$ cat config.mk
export PLATFORM = sky130hd
export DESIGN_NAME = ccu_draw_seq
export DESIGN_NICKNAME = d
export VERILOG_FILES = /design/src/rtl/ccu_draw_seq.sv
export SDC_FILE = /design/constraint.sdc
export NUM_CORES = 1
export LEC_CHECK = 0
export ABC_AREA = 1
export CAP_MARGIN = 20
export CORE_AREA = 4 4 144 146
export CTS_BUF_LIST = sky130_fd_sc_hd__clkbuf_4
export CTS_CLUSTER_DIAMETER = 120
export CTS_CLUSTER_SIZE = 14
export DETAILED_ROUTE_END_ITERATION = 6
export DIE_AREA = 0 0 148 150
export PLACE_DENSITY = 0.46
export SETUP_SLACK_MARGIN = 0.05
export SKIP_LAST_GASP = 1
export SLEW_MARGIN = 20
export SYNTH_ARGS = -nofsm -noshare
export SYNTH_HDL_FRONTEND = slang
export SYNTH_SLANG_ARGS = --single-unit
$ cat constraint.sdc
create_clock -name clk -period 7.1 [get_ports clk]
set_clock_uncertainty 0.15 [all_clocks]
set_input_delay 1.065 -clock clk [delete_from_list [all_inputs] [get_ports clk]]
set_output_delay 1.065 -clock clk [all_outputs]
set_load 0.1 [all_outputs]
$ cat src/rtl/ccu_draw_seq.sv
// ccu_draw_seq: byte-serial command decoder and raster pixel sequencer.
// In: clk, rst, cmd/cmd_valid, pix_ready. Out: cmd_ready, pix_*, busy, err.
module ccu_draw_seq #(
  parameter int X_W      = 8,
  parameter int Y_W      = 8,
  parameter int COLOR_W  = 8,
  parameter int SCREEN_W = 256,
  parameter int SCREEN_H = 256
) (
  input  logic               clk,
  input  logic               rst,
  input  logic [7:0]         cmd,
  input  logic               cmd_valid,
  output logic               cmd_ready,
  output logic [X_W-1:0]     pix_x,
  output logic [Y_W-1:0]     pix_y,
  output logic [COLOR_W-1:0] pix_color,
  output logic               pix_valid,
  input  logic               pix_ready,
  output logic               busy,
  output logic               err
);

  localparam bit BX2 = (X_W > 8);
  localparam bit BY2 = (Y_W > 8);
  localparam bit BC2 = (COLOR_W > 8);

  localparam logic [X_W-1:0] SX1 = X_W'(SCREEN_W - 1);
  localparam logic [Y_W-1:0] SY1 = Y_W'(SCREEN_H - 1);

  typedef enum logic [1:0] {
    S_IDLE, S_ARGS, S_SETUP, S_DRAW
  } state_e;

  typedef enum logic [1:0] {
    OP_FILL, OP_PIX, OP_CLR
  } op_e;

  state_e state_q, state_d;
  op_e    op_q;

  // Field slots: 0=Xs 1=Ys 2=Xe 3=Ye 4=colour.
  // PIXEL skips 2..3, CLEAR starts at 4.
  logic [2:0]         fld_q;
  logic               byte_q;
  logic [X_W-1:0]     xs_q, xe_q;
  logic [Y_W-1:0]     ys_q, ye_q;
  logic [COLOR_W-1:0] col_q;
  logic [X_W-1:0]     x0_q, x1_q;
  logic [Y_W-1:0]     y0_q, y1_q;
  logic [X_W:0]       x_q;
  logic [Y_W:0]       y_q;
  logic               init_q;
  logic               err_q;

  logic        cmd_fire, pix_fire, op_ok;
  logic        fld_two, byte_last, last_arg;
  logic        x_end, y_end;
  logic [15:0] cur, wr;
  logic [X_W-1:0] nx0, nx1;
  logic [Y_W-1:0] ny0, ny1;

  assign cmd_ready = init_q &&
    (state_q == S_IDLE || state_q == S_ARGS);
  assign pix_valid = (state_q == S_DRAW);
  assign busy      = (state_q != S_IDLE);
  assign err       = err_q;
  assign pix_x     = x_q[X_W-1:0];
  assign pix_y     = y_q[Y_W-1:0];
  assign pix_color = col_q;

  assign cmd_fire = cmd_valid && cmd_ready;
  assign pix_fire = pix_valid && pix_ready;
  assign op_ok    = (cmd == 8'h4C) ||
                    (cmd == 8'h50) ||
                    (cmd == 8'h43);
  assign x_end    = (x_q == {1'b0, x1_q});
  assign y_end    = (y_q == {1'b0, y1_q});

  always_comb begin
    fld_two = BC2;
    cur     = 16'(col_q);
    unique case (fld_q)
      3'd0: begin fld_two = BX2; cur = 16'(xs_q); end
      3'd1: begin fld_two = BY2; cur = 16'(ys_q); end
      3'd2: begin fld_two = BX2; cur = 16'(xe_q); end
      3'd3: begin fld_two = BY2; cur = 16'(ye_q); end
      default: ;
    endcase
  end

  // Little-endian: byte 0 fills [7:0], byte 1 fills [15:8].
  assign wr = byte_q ? {cmd, cur[7:0]}
                     : {cur[15:8], cmd};
  assign byte_last = !fld_two || byte_q;
  assign last_arg  = byte_last && (fld_q == 3'd4);

  always_comb begin
    nx0 = (xs_q < xe_q) ? xs_q : xe_q;
    nx1 = (xs_q < xe_q) ? xe_q : xs_q;
    ny0 = (ys_q < ye_q) ? ys_q : ye_q;
    ny1 = (ys_q < ye_q) ? ye_q : ys_q;
    unique case (op_q)
      OP_PIX: begin
        nx0 = xs_q; nx1 = xs_q;
        ny0 = ys_q; ny1 = ys_q;
      end
      OP_CLR: begin
        nx0 = '0; nx1 = SX1;
        ny0 = '0; ny1 = SY1;
      end
      default: ;
    endcase
  end

  always_comb begin
    state_d = state_q;
    unique case (state_q)
      S_IDLE:
        if (cmd_fire && op_ok) state_d = S_ARGS;
      S_ARGS:
        if (cmd_fire && last_arg) state_d = S_SETUP;
      S_SETUP:
        state_d = S_DRAW;
      S_DRAW:
        if (pix_fire && x_end && y_end) state_d = S_IDLE;
      default:
        state_d = S_IDLE;
    endcase
  end

  always_ff @(posedge clk or posedge rst) begin
    if (rst) begin
      state_q <= S_IDLE;
    end else begin
      state_q <= state_d;
    end
  end

  always_ff @(posedge clk or posedge rst) begin
    if (rst) begin
      op_q   <= OP_FILL;
      fld_q  <= '0;
      byte_q <= 1'b0;
      xs_q   <= '0;
      xe_q   <= '0;
      ys_q   <= '0;
      ye_q   <= '0;
      col_q  <= '0;
      x0_q   <= '0;
      x1_q   <= '0;
      y0_q   <= '0;
      y1_q   <= '0;
      x_q    <= '0;
      y_q    <= '0;
      init_q <= 1'b0;
      err_q  <= 1'b0;
    end else begin
      init_q <= 1'b1;
      err_q  <= (state_q == S_IDLE) &&
                cmd_fire && !op_ok;
      unique case (state_q)
        S_IDLE: begin
          if (cmd_fire && op_ok) begin
            byte_q <= 1'b0;
            unique case (cmd)
              8'h50: begin
                op_q  <= OP_PIX;
                fld_q <= 3'd0;
              end
              8'h43: begin
                op_q  <= OP_CLR;
                fld_q <= 3'd4;
              end
              default: begin
                op_q  <= OP_FILL;
                fld_q <= 3'd0;
              end
            endcase
          end
        end
        S_ARGS: begin
          if (cmd_fire) begin
            unique case (fld_q)
              3'd0: xs_q <= X_W'(wr);
              3'd1: ys_q <= Y_W'(wr);
              3'd2: xe_q <= X_W'(wr);
              3'd3: ye_q <= Y_W'(wr);
              default: col_q <= COLOR_W'(wr);
            endcase
            if (byte_last) begin
              byte_q <= 1'b0;
              if (op_q == OP_PIX && fld_q == 3'd1)
                fld_q <= 3'd4;
              else
                fld_q <= fld_q + 3'd1;
            end else begin
              byte_q <= 1'b1;
            end
          end
        end
        S_SETUP: begin
          x0_q <= nx0;
          x1_q <= nx1;
          y0_q <= ny0;
          y1_q <= ny1;
          x_q  <= {1'b0, nx0};
          y_q  <= {1'b0, ny0};
        end
        S_DRAW: begin
          if (pix_fire) begin
            if (x_end) begin
              x_q <= {1'b0, x0_q};
              if (!y_end)
                y_q <= y_q + {{Y_W{1'b0}}, 1'b1};
            end else begin
              x_q <= x_q + {{X_W{1'b0}}, 1'b1};
            end
          end
        end
        default: ;
      endcase
    end
  end

endmodule

==> results of run 1 <==
==> flip-flops by register name, summed over array words and instances, names as in the netlist, 3 cells and up <==
signal     count
x_q            9
y1_q           8
ys_q           8
fld_q          3
ye_q           8
x0_q           8
x1_q           8
xe_q           8
pix_color      8
y_q            9
xs_q           8
==> how the worst max path moves through the flow <==
stage                            to  cells past startpoint       start
final                     cmd_ready                      5  state_q[1]
after global routing      cmd_ready                      5  state_q[1]
after CTS                 cmd_ready                      5  state_q[1]
after detailed placement  cmd_ready                      5  state_q[0]
after global placement    cmd_ready                      5  state_q[0]
after floorplan                 err                      1         rst
==> stage by stage <==
| stage | instance area (um2) | hold WS, ns | utilization | worst slack (ns) | cells |
|---|---|---|---|---|---|
| floorplan | 5730 | 0.319 | - | 3.52 | 797 |
| global placement | 6250 | 0.318 | 0.322 | 3.82 | 1064 |
| detailed placement | 6250 | 0.328 | 0.322 | 3.81 | 1064 |
| CTS | 6400 | 0.363 | 0.330 | 3.22 | 1080 |
| global route | 6400 | 0.390 | 0.330 | 3.09 | 1082 |
| finish | 6400 | 0.355 | 0.330 | 3.28 | 1082 |
==> kinds of logic (layout without fill, tap and decap cells) <==
kind of cell	Yosys count	count (layout)
buffers and inverters	155	173
xor gates and xnor gates	9	9
and+or+nand+nor	364	364
other	1	3
DFF	91	91
adders and majority gates	28	28
AOI/OAI and AO/OA	149	149
==> cell usage in the layout (no fill, tap or decap), types with 3 or more instances in the layout <==
| master | n |
|---|---|
| inv_1 | 105 |
| inv_2 | 6 |
| o21ai_1 | 4 |
| a22oi_1 | 11 |
| o211ai_1 | 16 |
| buf_4 | 6 |
| xor2_1 | 6 |
| nand4_1 | 6 |
| clkbuf_4 | 9 |
| o21ai_0 | 65 |
| ha_1 | 28 |
| dfrtp_1 | 91 |
| nand2_1 | 214 |
| nor3_1 | 7 |
| nor2_1 | 69 |
| xnor2_1 | 3 |
| a21oi_1 | 46 |
| nand3_1 | 56 |
| nor2_2 | 3 |
| clkdlybuf4s50_1 | 39 |
==> synth_stat cells, types with 2 or more instances <==
cell / instances
nand2_2: 2
o21ai_1: 4
o211ai_1: 16
nand4_1: 6
clkbuf_1: 19
a22oi_1: 11
xnor2_1: 3
o21ai_0: 65
buf_6: 2
buf_4: 16
a21oi_1: 46
ha_1: 28
nor2_1: 69
inv_1: 106
nand2_1: 214
nor2_2: 3
buf_2: 5
nand3_1: 56
xor2_1: 6
nor3_1: 7
o21a_1: 2
dfrtp_1: 91
inv_2: 6
==> layer usage <==
metal	share of wire	GRT usage	vias up	wire (um)
met5	0	0	-	0
met4	0.012	0.0406	0	177
met3	0.029	0.0254	9	427
met2	0.42	0.200	72	6180
met1	0.54	0.206	2219	7820
li1	-	-	2576	-
==> cell type report <==
cell class              instances  area [um2]
fillers                      2157       13000
multi-input cells             551        2790
flip-flops and latches         91        2280
repair buffers                 45         435
inverters                     112         423
well taps                     265         332
clock inverters                 7        76.3
clock buffers                   9        67.6
diodes                          2        5.00
==> worst max-delay path, delay by kind of cell (launching register included) <==
family	cells	cell delay, ns
adders and majority gates	1	0.23
buffers and inverters	2	1.27
DFF	1	0.45
and+or+nand+nor	2	0.18
==> metrics.yaml, run 1 <==
cts:
  clk_path_buf_depth: 2
  post_cts.resized_instances: 0
  insertion_delay_ns: 0.47
  tritoncts: "done"
  post-cts-setup-buffer-count: 0
  cts-root-buf: "clkbuf_4"
  cts.htree.levels: 3
  cts.reportedPaths.clkPinSlew_ns: 0.15
  numClockSinks: 91
  holdBufCountCts: 0
  cts_inserted_buffers: 9
critical_path:
  rrSetupSlack_ns: 4.34
  timing.critical_path.fanout_max: 4
  crit_chain: "inv_1, ha_1, nor2_1, nor2_1, clkdlybuf4s50_1"
  worst_r2r_startpoint: "state_q[0]"
  setup.worst_path.class: "reg -> out"
  critical_path.most_common_cell: "nor2_1"
  setup.worst_path.start_class: "register"
  r2r-end: "y_q[6]"
  worst_ep_arrival_time_ns: 2.60
  worst_path_max_delay_cell: "clkdlybuf4s50_1"
  worstRegToRegCells: 11
  critical_path_required_ns: 5.88
  max_stage_delay_ns: 1.15
  worst_setup_end_kind: "primary output"
global_route:
  antenna_found_initial: 1
  remaining_global_route_overflow: 0
  track_usage: 0.137
  grt_pass1_vias: 4534
  grt_start_max_net_pins: 62
  global_route_wire_length_before_repair_um: 24400
synth:
  post_synthesis_share_of_cell_area_spent_on_full_adders_half_adders_and_majority_gates: 0.0612
  netlist_area_um2: 5730
  ys_top_cells_by_area: "dfrtp_1, nand2_1, inv_1"
  mapped_cells: 797
  synth_compound_area_frac: 0.146
  sequential_cell_area_fraction_in_the_yosys_report: 0.398
  synthMuxAreaShare: 0
  dominantRegCellSynth: "dfrtp_1"
  synth_seq_cells: 91
  mappedNetlistNets: 837
  synth_largest_area_cell: "dfrtp_1"
  synth_enable_flop_cells: 0
  synth_largest_type_area_fraction: 0.398
  postSynthAreaPerCell_um2: 7.19
  yosys.cell_types.count: 37
  ys_async_sr_fraction: 1.00
  post_synth_xor_xnor_area: 0.0138
  yosysWarnings: 0
  main_combinational_cell_family_by_area_after_synthesis: "simple AND/OR/NAND/NOR gates"
  synth-simple-area-share: 0.265
floorplan:
  design.portCount: 40
  floorplan.core_area_um2: 19400
  die_extent_in_y_um: 150
  floorplan.initialDensity: 0.295
  chipWidth_um: 148
  design.die.area_um2: 22200
  placementRows: 51
sta:
  finalWorstPathRequiredPeriod_ns: 3.82
  timing.final.max_slew_violations: 0
  relSlewSlack: 0.333
  layout_worst_path_cycle_share: 0.538
  fmax_mhz: 262
  hold_violations: 0
  final-setup-viol-count: 0
  final_layout_setup_total_negative_slack_ns: 0
  grt_setup_unrepaired: "false"
  pin_slew_with_the_least_headroom_to_its_limit_ns: 0.998
detailed_routing:
  initialDrtViolationCount: 261
  post_drt_wl_per_cell_um: 13.5
  postRouteWirelength_um: 14600
  drt_first_pass_iters: 4
  postRouteAntennaNets: 0
  detailroute.via_count: 4876
  viasPerCell: 4.51
  drc_errors: 0
place:
  post-dp-hpwl_um: 10600
  finalWeightedCongestion: 0.806
  placement.io_buffers: 39
finish:
  layout-drive-gt1-share: 0.0503
  layout.nets: 850
  area.growth.synth_to_final_pct: 11.8
run_status:
  outcome: "complete, no violations"
min_path:
  timing.hold.worst.class: "reg -> reg"
  hold_end: "pix_color[7]"
  hold_path.startpoint: "pix_color[7]"
  whs_path_depth: 2
flow_run:
  max-cap-violations: 0
Power of run 1 is left out: the tool's default activity adds up to more than one toggle a clock period on the data nets, which glitch-free logic cannot reach.
==> run 2: changes to the inputs <==
--- a/config.mk
+++ b/config.mk
@@ -13,7 +13,7 @@
 export CTS_CLUSTER_SIZE = 14
 export DETAILED_ROUTE_END_ITERATION = 6
 export DIE_AREA = 0 0 148 150
-export PLACE_DENSITY = 0.46
+export PLACE_DENSITY = 0.47
 export SETUP_SLACK_MARGIN = 0.05
 export SKIP_LAST_GASP = 1
 export SLEW_MARGIN = 20
==> constraint.sdc (replaced) <==
create_clock -name clk -period 3.43 [get_ports clk]
set_clock_uncertainty 0.15 [all_clocks]
set_input_delay 0.5145 -clock clk [delete_from_list [all_inputs] [get_ports clk]]
set_output_delay 0.5145 -clock clk [all_outputs]
set_load 0.1 [all_outputs]
==> run 2 against run 1 <==
Effect of this change: worst hold slack worse by 0.011 ns; register-to-register slack worse by 3.5 ns; utilization is 0.19 points lower; via count hardly changed; critical path depth is 2 lower; clock-buffer cell count stayed put.
==> metrics.yaml, run 2 (synthesized netlist as in run 1, its figures left out) <==
finish:
  area.growth.synth_to_final_pct: 11.2  # was 11.8%
  final_common_cell: "nand2_1"  # unchanged
  layout.nets: 855  # was 850
  most-common-layout-cells: "nand2_1, inv_1, dfrtp_1, nor2_1, o21ai_0"  # unchanged
  layout_top_registers: "x_q (9), y_q (9)"  # unchanged
  layout-drive-gt1-share: 0.0806  # was 0.0503
cts:
  cts.htree.levels: 3  # unchanged
  tritoncts: "done"  # unchanged
  cts_inserted_buffers: 9  # unchanged
  post_cts.resized_instances: 0  # unchanged
  cts-root-buf: "clkbuf_4"  # unchanged
  cts.reportedPaths.clkPinSlew_ns: 0.15  # about the same
  numClockSinks: 91  # unchanged
  post-cts-setup-buffer-count: 0  # unchanged
  clk_path_buf_depth: 2  # unchanged
  insertion_delay_ns: 0.46  # was 0.47 ns
  holdBufCountCts: 0  # unchanged
critical_path:
  timing.critical_path.fanout_max: 12  # was 4
  worst_ep_arrival_time_ns: 2.00  # was 2.60 ns
  setup.worst_path.class: "reg -> out"  # unchanged
  rrSetupSlack_ns: 0.84  # was 4.34 ns
  r2r-end: "y_q[1]"  # was y_q[6]
  critical_path_required_ns: 2.77  # was 5.88 ns
  worstRegToRegCells: 10  # was 11
  setup.worst_path.start_class: "register"  # unchanged
  worst_r2r_startpoint: "ys_q[7]"  # was state_q[0]
  worst_setup_end_kind: "primary output"  # unchanged
sta:
  grt_setup_unrepaired: "false"  # unchanged
  finalWorstPathRequiredPeriod_ns: 2.66
  timing.final.max_slew_violations: 0  # unchanged
  pin_slew_with_the_least_headroom_to_its_limit_ns: 0.973  # was 0.998 ns
  hold_violations: 0  # unchanged
  layout_worst_path_cycle_share: 0.776
  fmax_mhz: 376
  final_layout_setup_total_negative_slack_ns: 0  # unchanged
  fin_hold_ws_ns: 0.344  # was 0.355 ns
  final-setup-viol-count: 0  # unchanged
  relSlewSlack: 0.349  # was 0.333
  final.setup.worst_slack_ns: 0.768  # was 3.28 ns
detailed_routing:
  drt_first_pass_iters: 4  # unchanged
  detailroute.via_count: 4877  # was 4876
  viasPerCell: 4.49  # was 4.51
  post_drt_wl_per_cell_um: 14.2  # was 13.5 um
  postRouteWirelength_um: 15400  # was 14600 um
  drc_errors: 0  # unchanged
  initialDrtViolationCount: 295  # was 261
  postRouteAntennaNets: 0  # unchanged
place:
  post-dp-hpwl_um: 11400  # was 10600 um
  placement.io_buffers: 39  # unchanged
  preCtsSetupSlack_ns: 0.896  # was 3.81 ns
  finalWeightedCongestion: 0.816  # was 0.806
global_route:
  antenna_found_initial: 1  # unchanged
  track_usage: 0.145  # was 0.137
  grt_start_max_net_pins: 52  # was 62
  remaining_global_route_overflow: 0  # unchanged
  global_route_wire_length_before_repair_um: 25500  # was 24400 um
  grt_pass1_vias: 4696  # was 4534
floorplan:
  chipWidth_um: 148  # unchanged
  design.die.area_um2: 22200  # unchanged
  design.portCount: 40  # unchanged
  floorplan.core_area_um2: 19400  # unchanged
  die_extent_in_y_um: 150  # unchanged
  floorplan.initialDensity: 0.295  # unchanged
  placementRows: 51  # unchanged
min_path:
  timing.hold.worst.class: "in -> async"  # was reg -> reg
run_status:
  outcome: "complete, no violations"  # unchanged
flow_run:
  max-cap-violations: 0  # unchanged
==> run 2: cell count changes in the layout (fill, tap and decap cells not counted), sizes merged <==
cell	delta
clkdlybuf4s50	-21
bufinv	-1
buf	+26
clkinv	+2
clkinvlp	-2
==> run 2: final cells by class <==
cell class	instances	area, um2
sequential	91	2280
timing repair buffer	50	433
tap	265	332
clock inverter	6	40.0
multi-input combinational	551	2790
antenna	2	5.00
inverter	112	423
fill	2176	13000
clock buffer	9	67.6
==> run 2: worst max-delay path, stage by stage (launching register included) <==
cell	delay, ns
dfrtp_1	0.42
ha_1	0.58
buf_4	0.25
buf_4	0.30
==> run 2: worst max-delay path by stage <==
stage	slack [ns]	start	cells past startpoint	endpoint
floorplan	0.40	rst	1	err
global placement	0.86	ys_q[7]	10	y_q[1]
detailed placement	0.90	ys_q[7]	10	y_q[1]
CTS	0.70	state_q[0]	3	pix_valid
global route	0.59	ye_q[5]	9	y_q[1]
finish	0.77	state_q[0]	3	pix_valid
==> run 2: stage by stage <==
stage	utilization	area (um2)	instances
6_report	0.328	6370	1086
3_3_place_gp	0.322	6250	1069
5_1_grt	0.328	6370	1086
2_1_floorplan	-	5730	797
3_5_place_dp	0.322	6250	1069
4_1_cts	0.328	6360	1084
==> run 2: routing by layer <==
layer,track usage,vias to the layer above,part of all wire
li1,-,2580,-
met1,0.215,2207,0.53
met2,0.213,73,0.42
met3,0.0233,17,0.031
met4,0.0467,0,0.016
met5,0,-,0
Power of run 2 is left out for the same reason.
==> run 3: changes to the inputs <==
--- a/config.mk
+++ b/config.mk
@@ -13,7 +13,7 @@
 export CTS_CLUSTER_SIZE = 14
 export DETAILED_ROUTE_END_ITERATION = 6
 export DIE_AREA = 0 0 148 150
-export PLACE_DENSITY = 0.47
+export PLACE_DENSITY = 0.46
 export SETUP_SLACK_MARGIN = 0.05
 export SKIP_LAST_GASP = 1
 export SLEW_MARGIN = 20
==> constraint.sdc (replaced) <==
create_clock -name clk -period 2.5 [get_ports clk]
set_clock_uncertainty 0.15 [all_clocks]
set_input_delay 0.375 -clock clk [delete_from_list [all_inputs] [get_ports clk]]
set_output_delay 0.375 -clock clk [all_outputs]
set_load 0.1 [all_outputs]
==> run 3 against run 2 <==
Effect of this change: sequential cell count unchanged; non-clock buffer count up 20; register-to-register slack worse by 0.58 ns; via count up 3.3%; utilization up 1.2 points; sequential share of layout area down 1.2 points; worst hold slack worse by 0.17 ns; critical endpoint unchanged.
==> metrics.yaml, run 3 (synthesized netlist as in run 1, its figures left out) <==
run_status:
  outcome: "complete, no violations"  # unchanged
finish:
  final_common_cell: "nand2_1"  # unchanged
  most-common-layout-cells: "nand2_1, inv_1, dfrtp_1, nor2_1, o21ai_0"  # unchanged
  layout.nets: 875  # was 855
  multiInputGateArea_um2: 2800  # was 2790 um2
  regArea_um2: 2280  # unchanged
  layout.filler_cells: 2164  # was 2176
  area.growth.synth_to_final_pct: 15.1  # was 11.2%
  layout_top_registers: "x_q (9), y_q (9)"  # unchanged
  layout-drive-gt1-share: 0.117  # was 0.0806
cts:
  cts.reportedPaths.clkPinSlew_ns: 0.18  # was 0.15 ns
  cts.htree.levels: 3  # unchanged
  holdBufCountCts: 0  # unchanged
  post_cts.resized_instances: 0  # unchanged
  tritoncts: "done"  # unchanged
  cts_inserted_buffers: 9  # unchanged
  numClockSinks: 91  # unchanged
  post-cts-setup-buffer-count: 0  # unchanged
  insertion_delay_ns: 0.49  # was 0.46 ns
  clk_path_buf_depth: 2  # unchanged
  cts-root-buf: "clkbuf_4"  # unchanged
sta:
  pin_slew_with_the_least_headroom_to_its_limit_ns: 0.541  # was 0.973 ns
  hold_violations: 0  # unchanged
  fin_hold_ws_ns: 0.178  # was 0.344 ns
  fmax_mhz: 418
  grt_setup_unrepaired: "true"  # was false
  finalWorstPathRequiredPeriod_ns: 2.39
  relSlewSlack: 0.640  # was 0.349
  final-setup-viol-count: 0  # unchanged
  timing.final.max_slew_violations: 0  # unchanged
  layout_worst_path_cycle_share: 0.958
place:
  finalWeightedCongestion: 0.768  # was 0.816
  post-dp-hpwl_um: 11600  # was 11400 um
  placement.io_buffers: 39  # unchanged
critical_path:
  worst_ep_arrival_time_ns: 1.87  # was 2.00 ns
  critical_path_required_ns: 1.98  # was 2.77 ns
  worstRegToRegCells: 8  # was 10
  setup.worst_path.start_class: "register"  # unchanged
  timing.critical_path.fanout_max: 14  # was 12
  setup.worst_path.class: "reg -> out"  # unchanged
  rrSetupSlack_ns: 0.26  # was 0.84 ns
  worst_setup_end_kind: "primary output"  # unchanged
detailed_routing:
  drt_first_pass_iters: 6  # was 4
  postRouteAntennaNets: 0  # unchanged
  detailroute.via_count: 5039  # was 4877
  viasPerCell: 4.56  # was 4.49
  post_drt_wl_per_cell_um: 14.1  # was 14.2 um
  postRouteWirelength_um: 15600  # was 15400 um
  initialDrtViolationCount: 275  # was 295
  drc_errors: 0  # unchanged
flow_run:
  max-cap-violations: 0  # unchanged
global_route:
  grt_pass1_vias: 4809  # was 4696
  remaining_global_route_overflow: 0  # unchanged
  grt_start_max_net_pins: 92  # was 52
  global_route_wire_length_before_repair_um: 25800  # was 25500 um
  antenna_found_initial: 1  # unchanged
  track_usage: 0.146  # was 0.145
floorplan:
  floorplan.initialDensity: 0.295  # unchanged
  design.portCount: 40  # unchanged
  chipWidth_um: 148  # unchanged
  die_extent_in_y_um: 150  # unchanged
  placementRows: 51  # unchanged
  design.die.area_um2: 22200  # unchanged
  floorplan.core_area_um2: 19400  # unchanged
min_path:
  timing.hold.worst.class: "in -> async"  # unchanged
-- run 3: final cells by class --
cell class,instances,area share
multi-input combinational,551,0.425
sequential,91,0.345
timing repair buffer,70,0.0915
inverter,112,0.0644
tap,265,0.0503
clock inverter,7,0.0123
clock buffer,9,0.0103
antenna,1,0.000380
-- run 3: critical path: stages (launching register included) --
cell and delay, ns:
dfrtp_1 0.45, ha_2 0.44, buf_4 0.30, buf_12 0.20
-- run 3: path summary, 6_finish.rpt --
path / from / endpoint
max in group asynchronous: rst / y_q[4]
min: rst / pix_color[3]
min in group clk: pix_ready / x_q[8]
max: state_q[0] / pix_valid
max reg2reg: state_q[0] / ye_q[5]
min reg2reg: pix_color[5] / pix_color[5]
-- run 3: routing by layer --
metal,up-vias,share of wire,GRT usage
met4,0,0.017,0.0494
li1,2633,-,-
met1,2299,0.51,0.212
met5,-,0,0
met2,91,0.43,0.220
met3,16,0.044,0.0257
-- run 3: metrics by stage --
| stage | cell area [um2] | cells | setup WS [ns] | TNS [ns] | utilization |
|---|---|---|---|---|---|
| floorplan | 5740 | 797 | 0.0794 | 0 | - |
| global placement | 6430 | 1089 | 0.239 | 0 | 0.332 |
| detailed placement | 6430 | 1089 | 0.173 | 0 | 0.332 |
| CTS | 6580 | 1105 | 0.0572 | 0 | 0.339 |
| global route | 6590 | 1106 | -0.0224 | -0.0224 | 0.340 |
| finish | 6590 | 1106 | 0.105 | 0 | 0.340 |
Power of run 3 is left out for the same reason.
